### src/rtl/control_minado_pkg.sv
// Shared definitions for the mining sweep controller: default widths,
// FSM state encoding and the saturating attempt-counter helper.
package control_minado_pkg;

    localparam int NONCE_W_DEF = 32;
    localparam int HASH_W_DEF  = 32;
    localparam int ATTEMPTS_W  = 32;

    typedef enum logic [2:0] {
        ST_IDLE   = 3'd0,
        ST_ISSUE  = 3'd1,
        ST_WAIT   = 3'd2,
        ST_CHECK  = 3'd3,
        ST_DRAIN  = 3'd4,
        ST_FINISH = 3'd5
    } state_e;

    // Increment that sticks at all-ones instead of wrapping back to zero.
    function automatic logic [ATTEMPTS_W-1:0] sat_inc(input logic [ATTEMPTS_W-1:0] v);
        if (v == {ATTEMPTS_W{1'b1}}) begin
            return v;
        end
        return v + ATTEMPTS_W'(1);
    endfunction

endpackage

### src/rtl/generador_nonce.sv
// Nonce register for the sweep: loads base and limit together, steps the
// nonce by one on request and flags when the current nonce is the limit.
module generador_nonce
    import control_minado_pkg::*;
#(
    parameter int NONCE_W = NONCE_W_DEF
) (
    input  logic               clk,
    input  logic               reset,
    input  logic               load,
    input  logic               inc,
    input  logic [NONCE_W-1:0] base,
    input  logic [NONCE_W-1:0] limit,
    output logic [NONCE_W-1:0] nonce,
    output logic               last
);

    logic [NONCE_W-1:0] nonce_q;
    logic [NONCE_W-1:0] nonce_d;
    logic [NONCE_W-1:0] limit_q;
    logic [NONCE_W-1:0] limit_d;

    // Load wins over increment; an increment at the limit is refused so the nonce never wraps.
    always_comb begin
        nonce_d = nonce_q;
        limit_d = limit_q;
        if (load) begin
            nonce_d = base;
            limit_d = limit;
        end else if (inc && (nonce_q != limit_q)) begin
            nonce_d = nonce_q + NONCE_W'(1);
        end
    end

    // Nonce and limit registers with synchronous active-low reset.
    always_ff @(posedge clk) begin
        if (!reset) begin
            nonce_q <= '0;
            limit_q <= '0;
        end else begin
            nonce_q <= nonce_d;
            limit_q <= limit_d;
        end
    end

    assign nonce = nonce_q;
    assign last  = (nonce_q == limit_q);

endmodule

### src/rtl/control_minado.sv
// Mining sweep controller: walks nonces from base to limit, hands each one
// to an external hash core over a req/ack handshake, and stops on the first
// truncated hash below target or when the limit nonce has been tried.
module control_minado
    import control_minado_pkg::*;
#(
    parameter int NONCE_W = NONCE_W_DEF,
    parameter int HASH_W  = HASH_W_DEF
) (
    input  logic                  clk,
    input  logic                  reset,
    input  logic                  start,
    input  logic                  abort,
    input  logic [NONCE_W-1:0]    nonce_base,
    input  logic [NONCE_W-1:0]    nonce_limit,
    input  logic [HASH_W-1:0]     target,
    output logic                  hash_req,
    output logic [NONCE_W-1:0]    hash_nonce,
    input  logic                  hash_ack,
    input  logic                  hash_done,
    input  logic [HASH_W-1:0]     hash_value,
    output logic                  busy,
    output logic                  done,
    output logic                  found,
    output logic                  exhausted,
    output logic [NONCE_W-1:0]    nonce_found,
    output logic [ATTEMPTS_W-1:0] attempts
);

    state_e                state_q;
    state_e                state_d;
    logic [HASH_W-1:0]     target_q;
    logic [HASH_W-1:0]     target_d;
    logic [HASH_W-1:0]     hash_cap_q;
    logic [HASH_W-1:0]     hash_cap_d;
    logic [ATTEMPTS_W-1:0] attempts_q;
    logic [ATTEMPTS_W-1:0] attempts_d;
    logic                  found_q;
    logic                  found_d;
    logic                  exhausted_q;
    logic                  exhausted_d;
    logic [NONCE_W-1:0]    nonce_found_q;
    logic [NONCE_W-1:0]    nonce_found_d;
    logic                  hash_req_q;
    logic                  hash_req_d;
    logic                  busy_q;
    logic                  busy_d;
    logic                  done_q;
    logic                  done_d;

    logic                  gen_load;
    logic                  gen_inc;
    logic [NONCE_W-1:0]    gen_nonce;
    logic                  gen_last;

    generador_nonce #(
        .NONCE_W (NONCE_W)
    ) u_generador_nonce (
        .clk   (clk),
        .reset (reset),
        .load  (gen_load),
        .inc   (gen_inc),
        .base  (nonce_base),
        .limit (nonce_limit),
        .nonce (gen_nonce),
        .last  (gen_last)
    );

    // Next-state and result logic; outputs are derived from the next state so they come out registered.
    always_comb begin
        state_d       = state_q;
        target_d      = target_q;
        hash_cap_d    = hash_cap_q;
        attempts_d    = attempts_q;
        found_d       = found_q;
        exhausted_d   = exhausted_q;
        nonce_found_d = nonce_found_q;
        gen_load      = 1'b0;
        gen_inc       = 1'b0;

        case (state_q)
            ST_IDLE: begin
                if (start && !abort) begin
                    target_d      = target;
                    attempts_d    = '0;
                    found_d       = 1'b0;
                    exhausted_d   = 1'b0;
                    nonce_found_d = '0;
                    gen_load      = 1'b1;
                    if (nonce_base > nonce_limit) begin
                        exhausted_d = 1'b1;
                        state_d     = ST_FINISH;
                    end else begin
                        state_d = ST_ISSUE;
                    end
                end
            end

            ST_ISSUE: begin
                if (abort) begin
                    state_d = ST_IDLE;
                end else if (hash_ack) begin
                    state_d = ST_WAIT;
                end
            end

            ST_WAIT: begin
                if (abort) begin
                    // A result arriving in the same cycle as abort already ends the drain.
                    state_d = hash_done ? ST_IDLE : ST_DRAIN;
                end else if (hash_done) begin
                    hash_cap_d = hash_value;
                    attempts_d = sat_inc(attempts_q);
                    state_d    = ST_CHECK;
                end
            end

            ST_CHECK: begin
                if (abort) begin
                    state_d = ST_IDLE;
                end else if (hash_cap_q < target_q) begin
                    found_d       = 1'b1;
                    nonce_found_d = gen_nonce;
                    state_d       = ST_FINISH;
                end else if (gen_last) begin
                    exhausted_d = 1'b1;
                    state_d     = ST_FINISH;
                end else begin
                    gen_inc = 1'b1;
                    state_d = ST_ISSUE;
                end
            end

            ST_DRAIN: begin
                if (hash_done) begin
                    state_d = ST_IDLE;
                end
            end

            ST_FINISH: begin
                state_d = ST_IDLE;
            end

            default: begin
                state_d = ST_IDLE;
            end
        endcase

        hash_req_d = (state_d == ST_ISSUE);
        busy_d     = (state_d != ST_IDLE);
        done_d     = (state_d == ST_FINISH);
    end

    // All controller state and registered outputs, cleared by synchronous active-low reset.
    always_ff @(posedge clk) begin
        if (!reset) begin
            state_q       <= ST_IDLE;
            target_q      <= '0;
            hash_cap_q    <= '0;
            attempts_q    <= '0;
            found_q       <= 1'b0;
            exhausted_q   <= 1'b0;
            nonce_found_q <= '0;
            hash_req_q    <= 1'b0;
            busy_q        <= 1'b0;
            done_q        <= 1'b0;
        end else begin
            state_q       <= state_d;
            target_q      <= target_d;
            hash_cap_q    <= hash_cap_d;
            attempts_q    <= attempts_d;
            found_q       <= found_d;
            exhausted_q   <= exhausted_d;
            nonce_found_q <= nonce_found_d;
            hash_req_q    <= hash_req_d;
            busy_q        <= busy_d;
            done_q        <= done_d;
        end
    end

    assign hash_req    = hash_req_q;
    assign hash_nonce  = gen_nonce;
    assign busy        = busy_q;
    assign done        = done_q;
    assign found       = found_q;
    assign exhausted   = exhausted_q;
    assign nonce_found = nonce_found_q;
    assign attempts    = attempts_q;

endmodule

### config.mk
export PLATFORM = sky130hd
export DESIGN_NAME = control_minado
export DESIGN_NICKNAME = d
export VERILOG_FILES = /design/src/rtl/control_minado_pkg.sv /design/src/rtl/generador_nonce.sv /design/src/rtl/control_minado.sv
export SDC_FILE = /design/constraint.sdc
export NUM_CORES = 1
export LEC_CHECK = 0
export ABC_AREA = 1
export BUFFER_PORTS_ARGS = -buffer_cell sky130_fd_sc_hd__buf_4
export CORE_MARGIN = 8
export CORE_UTILIZATION = 37
export CTS_CLUSTER_SIZE = 20
export DETAILED_ROUTE_END_ITERATION = 12
export GPL_TIMING_DRIVEN = 0
export PLACE_DENSITY_LB_ADDON = 0.12
export SYNTH_ARGS = -nofsm -noshare
export SYNTH_HDL_FRONTEND = slang
export SYNTH_HIERARCHICAL = 1
export SYNTH_SLANG_ARGS = --single-unit
### constraint.sdc
create_clock -name clk -period 3.5 [get_ports clk]
set_input_delay 0.175 -clock clk [delete_from_list [all_inputs] [get_ports clk]]
set_output_delay 0.175 -clock clk [all_outputs]
set_load 0.005 [all_outputs]
==> metrics.txt, run 1 <==
outcome=completed; Post-synth EDFFs=0; final hold vios=0; Root Driver=clkbuf_16; total power=5.35 mW; initial DRC count=673; Comb power frac=0.156; register area share after synthesis=0.350; Flop pwr share=0.450; Critical Path End=busy; min Tclk post-route=2.96 ns; Critical Path End Type=flop; Synth async-reset ratio=0; num ports=235; Worst Skew=0.0215 ns; max cap viols=0; Worst R2R Setup Slack=0.93 ns; pin count of the biggest net entering global routing=24; die height=192 um; Clock Pin Slew Worst Setup and Hold Paths=0.09 ns; syn_area_per_cell=6.69 um2; Worst Path Required=3.83 ns; CP cell instances=dlygate4sd3_1 > buf_4 > inv_1 > ha_1 > nand2_1 > nor2_1 > nand2_1 > nor4_1 > nand4_1 > nand3_1 > nand3_1 > nand2_1 > nand2_1; drt first pass iters=5; Synth Flop Type=dfxtp_1; CP peak stage delay=0.74 ns; top-count cell post-synth=nand2_1; share of layout cells above drive strength 1=0.168; VDD IR max=0.316 mV; setup tns final=0 ns; final antenna diode count=0; area of the core=30500 um2; Slew @ Worst Pin=0.968 ns; period utilization=0.847; Netlist cell types=47; CP delay by family, top=simple AND/OR/NAND/NOR gates; FF-to-FF Start=u_generador_nonce/nonce[18]; CTS Hold Bufs=60; via count=12.0k; slowest CP cell=nor4_1; Die ar.=36800 um2; fin. max-slew vios=0; synthesized area=11400 um2; IO buf count=234; Sinks on Clock Net=200; RR Endpoint=u_generador_nonce/nonce[8]; clock buffer depth=2; post-synth top area share=0.350; Area contributors post-synth=dfxtp_1, nand2_1, nor2_1; initial antenna violation count=0; post-cts resize count=0; nets@finish=2222; area delta synth->final=30.4%; leakage power=6.42 nW; antenna-violating nets left=0; grt ovf=0; DRT Wirelength=38800 um; GRT Util Overall=0.207; Worst Setup Start Kind=input pin; final setup fails=0; Ys Warns=6; Avg WL per Cell=16.0 um; initial core utilization=0.375; Sw Ratio=0.306; CTS H-Tree Depth=4; worst-skew pair later-pin latency=0.45 ns; WP depth=13; Synth Net Count=1909; DIE WIDTH=192 um; synth cell count leaders=nand2_1, nor2_1, dfxtp_1; P_sw=1.64 mW; Buf/Inv on CP=3; CTS tree=done; RSZ-0062 raised after global routing=false; first-pass GRT wire length=61000 um; relative slew slack=0.349; CP arrival=3.29 ns; Synth Instances=1710; crit path launch=nonce_limit[31]; critical setup path kind=input pin to flop; Worst R2R Path Depth=17; PwrDens=358 nW/um2; cell taking the most area after synthesis=dfxtp_1; number of buffers created by CTS=17; Crit path top cell by count=nand2_1; achievable clock frequency=337 MHz; Clock power frac=0.394; Worst Hold Class=input pin to flop; setup bufs post-CTS=0; vias in the first global route=11.7k; DRC violations left=0; Rows=64; Int Pwr=3.71 mW; vias per cell=4.95; Seq cells post-synth=200; Routability Congestion=0.929; Crit Path Max Fanout=2; DP HPWL=30700 um
-- layer usage --
layer	part of all wire	routed length, um	vias up	track usage
li1	-	-	6149	-
met1	0.44	17200	5500	0.259
met2	0.48	18600	338	0.360
met3	0.056	2150	50	0.0350
met4	0.021	813	0	0.0598
met5	0	0	-	0
-- metrics by stage --
step / utilization / std cells / worst slack (ns) / area [um2] / hold WS (ns)
floorplan: - / 1710 / 1.56 / 11400 / 0.310
global placement: 0.449 / 2340 / 0.710 / 13700 / 0.409
detailed placement: 0.449 / 2340 / 0.682 / 13700 / 0.413
CTS: 0.489 / 2432 / 0.590 / 14900 / 0.000683
global route: 0.489 / 2432 / 0.481 / 14900 / 0.0195
finish: 0.489 / 2432 / 0.536 / 14900 / 0.0120
-- layout by cell type (no fill, tap or decap), types with 5 or more instances in the layout --
cell type        n
nor2_2           6
nand4_1         22
a21oi_2         11
ha_1            65
nor3_1          25
nand3_1        117
clkbuf_16       17
a21oi_1        144
nor2_1         257
inv_2           10
nand2_1        358
clkinv_8         5
nand2_2          9
buf_2           12
dfxtp_1        200
inv_1          192
clkbuf_1        49
xnor2_1         32
dlygate4sd3_1   61
xor2_1          13
buf_4          236
o21ai_0        134
-- power by group through the flow --
stage	Combinational (mW)	Sequential (mW)	Clock (mW)
finish	0.835	2.41	2.11
global route	0.939	2.41	2.26
CTS	0.841	2.41	2.17
detailed placement	0.782	2.46	0
global placement	0.773	2.46	0
floorplan	0.464	2.44	0
-- worst min-delay path by stage --
stage,end,startpoint,slack (ns),cells after the start
final,target_q[11],target[11],0.01,3
after floorplan,u_generador_nonce/limit_q[31],nonce_limit[31],0.31,2
after global routing,hash_cap_q[8],hash_value[8],0.02,3
after CTS,target_q[11],target[11],0.0007,3
after detailed placement,u_generador_nonce/limit_q[10],nonce_limit[10],0.41,3
after global placement,u_generador_nonce/limit_q[15],nonce_limit[15],0.41,3
-- logic make-up after synthesis --
family                     Yosys count  synth area share
adders and majority gates           65            0.0711
muxes                                1          0.000875
and+or+nand+nor                    822             0.308
DFF                                200             0.350
buffers and inverters              274            0.0974
AOI/OAI and AO/OA                  303             0.139
xor gates and xnor gates            45            0.0344
-- tightest hold or removal path: stages --
cell	delay, ns
buf_4	0.07
o21ai_0	0.07
a21oi_1	0.10
-- state kept, by name, indices dropped and copies added (netlist names) --
register	count
u_generador_nonce/nonce	32
u_generador_nonce/limit_q	32
target_q	32
attempts	32
found	1
done	1
exhausted	1
busy	1
nonce_found	32
hash_req	1
hash_cap_q	32
state_q	3
-- cell type report --
type | instances | area [um2]
Fill cell | 3198 | 15600
Tap cell | 396 | 495
Clock buffer | 17 | 425
Sequential cell | 200 | 4000
Timing Repair Buffer | 294 | 2360
Clock inverter | 15 | 204
Inverter | 203 | 762
Buffer | 71 | 353
Multi-Input combinational cell | 1236 | 6320
No activity file was read; power rests on OpenSTA's default activity.
==> run 2: changes to the inputs <==
==> constraint.sdc (replaced) <==
create_clock -name clk -period 2.79 [get_ports clk]
set_input_delay 0.1395 -clock clk [delete_from_list [all_inputs] [get_ports clk]]
set_output_delay 0.1395 -clock clk [all_outputs]
set_load 0.005 [all_outputs]
==> metrics.txt, run 2 (synthesized netlist as in run 1, its figures left out) <==
Routability Congestion=0.929 (unchanged); Sinks on Clock Net=200 (unchanged); share of layout cells above drive strength 1=0.166 (-0.00187); final hold vios=0 (unchanged); CP arrival=2.89 ns (-0.40 ns); initial antenna violation count=1 (+1); WHS=0.00877 ns (-0.00322 ns); first-pass GRT wire length=62100 um (+1.8%); Critical Path End Type=flop; nets@finish=2251 (+1.3%); leakage power=6.55 nW (+1.9%); placed cell areas=13700 um2 (unchanged); CP cell instances=inv_1 > nand2_1 > nand2_1 > nand2_1 > nor2_1 > nand2_1 > nor2_1 > nand2_2 > inv_1 > inv_1 > nand2_1 > nor2_1 > nand2_4 > nand2_4 > buf_2 > nand2_1 > a21oi_1; worst-skew pair later-pin latency=0.45 ns (about the same); Crit Path Max Fanout=10 (+8); initial DRC count=698 (+3.7%); drt first pass iters=5 (unchanged); CTS tree=done; Worst Skew=0.0202 ns (-0.00123 ns); area delta synth->final=33.1%; antenna-violating nets left=0 (unchanged); commonest non-fill, non-tap cell in the layout=nand2_1; num ports=235 (unchanged); DRC violations left=0 (unchanged); clock buffer depth=2 (unchanged); fin. max-slew vios=0 (unchanged); max cap viols=0 (unchanged); Worst Hold Depth=3 (unchanged); final setup margin=0.261 ns (-0.276 ns); post-route cell area=15200 um2 (+2.0%); CP peak stage delay=0.62 ns (-0.12 ns); Placed Cells=2340 (unchanged); IO buf count=234 (unchanged); DIE WIDTH=192 um (unchanged); achievable clock frequency=395 MHz; initial core utilization=0.375 (unchanged); Clock Pin Slew Worst Setup and Hold Paths=0.09 ns (about the same); Worst R2R Path Depth=17 (unchanged); critical setup path kind=flop to flop; Rows=64 (unchanged); period utilization=0.907; CTS H-Tree Depth=4 (unchanged); DP HPWL=30700 um (unchanged); vias per cell=4.95 (about the same); outcome=completed; Slew @ Worst Pin=0.652 ns (-0.316 ns); min Tclk post-route=2.53 ns; grt ovf=0 (unchanged); GRT Util Overall=0.211 (+0.00357); setup tns final=0 ns (unchanged); number of buffers created by CTS=17 (unchanged); commonest cells after routing, fill and taps aside=nand2_1, nor2_1, buf_4; relative slew slack=0.565 (+0.216); Worst Setup Start Kind=flop; vias in the first global route=11.9k (+1.2%); Die ar.=36800 um2 (unchanged); PwrDens=443 nW/um2 (+24%); Placement Setup Slack=0.00742 ns (-0.674 ns); Worst Hold Class=input pin to flop; Crit path top cell by count=nand2_1; slowest CP cell=dfxtp_1; VDD IR max=0.395 mV (+25%); die height=192 um (unchanged); area of the core=30500 um2 (unchanged); via count=12.2k (+1.2%); final cell count without fillers=2462 (+1.2%); RSZ-0062 raised after global routing=false; Root Driver=clkbuf_16; Avg WL per Cell=16.0 um (+0.41%); fill cell count=3162 (-1.1%); setup bufs post-CTS=0 (unchanged); DRT Wirelength=39400 um (+1.6%); Worst Path Required=3.15 ns (-0.68 ns); final setup fails=0 (unchanged); pin count of the biggest net entering global routing=24 (unchanged)
-- run 2: cell count changes in the layout (fill, tap and decap cells not counted) --
cell           change
clkbuf_1           -1
diode_2            +1
dlygate4sd3_1     +30
nor4_1             -1
nor4_2             +1
-- run 2: timing repair --
item | CTS | global route
hold endpoints to repair | 90 | 0
hold buffers | 90 | 0
resized for setup | 0 | 1
endpoints found under the setup margin | 0 | 4
-- run 2: area by class of cell --
class,instances,area (um2),area share
tap,396,495,0.0325
multi-input combinational,1236,6330,0.416
inverter,203,762,0.0500
clock buffer,17,425,0.0279
sequential,200,4000,0.263
clock inverter,15,204,0.0134
antenna,1,2.50,0.000164
timing repair buffer,324,2660,0.174
buffer,70,349,0.0229
-- run 2: critical path: cells and delay by family, from the launching register on --
family	cells	cell delay, ns
buf+inv	4	0.46
flops	1	0.62
simple gates	12	1.20
compound gates	1	0.15
-- run 2: path summary, 6_finish.rpt --
kind              slack (ns)                    endpoint                   startpoint
setup reg to reg        0.26  u_generador_nonce/nonce[8]  u_generador_nonce/nonce[18]
setup / recovery        0.26  u_generador_nonce/nonce[8]  u_generador_nonce/nonce[18]
hold / removal         0.009                 target_q[3]                    target[3]
hold reg to reg         0.46               hash_cap_q[0]                hash_cap_q[0]
-- run 2: per-stage QoR --
stage          power, mW  utilization
2_1_floorplan       3.64            -
3_3_place_gp        4.05        0.449
3_5_place_dp        4.07        0.449
4_1_cts             6.82        0.499
5_1_grt             7.08        0.499
6_report            6.74        0.499
-- run 2: report_power, final --
group,switching [mW],internal [mW]
clock,1.39,1.25
combinational,0.603,0.481
sequential,0.0717,2.95
-- run 2: layer usage --
metal  vias up  share of wire  track usage
li1       6202              -            -
met3        51          0.050       0.0343
met4         0          0.021       0.0580
met5         -              0            0
met2       330           0.49        0.370
met1      5593           0.44        0.263
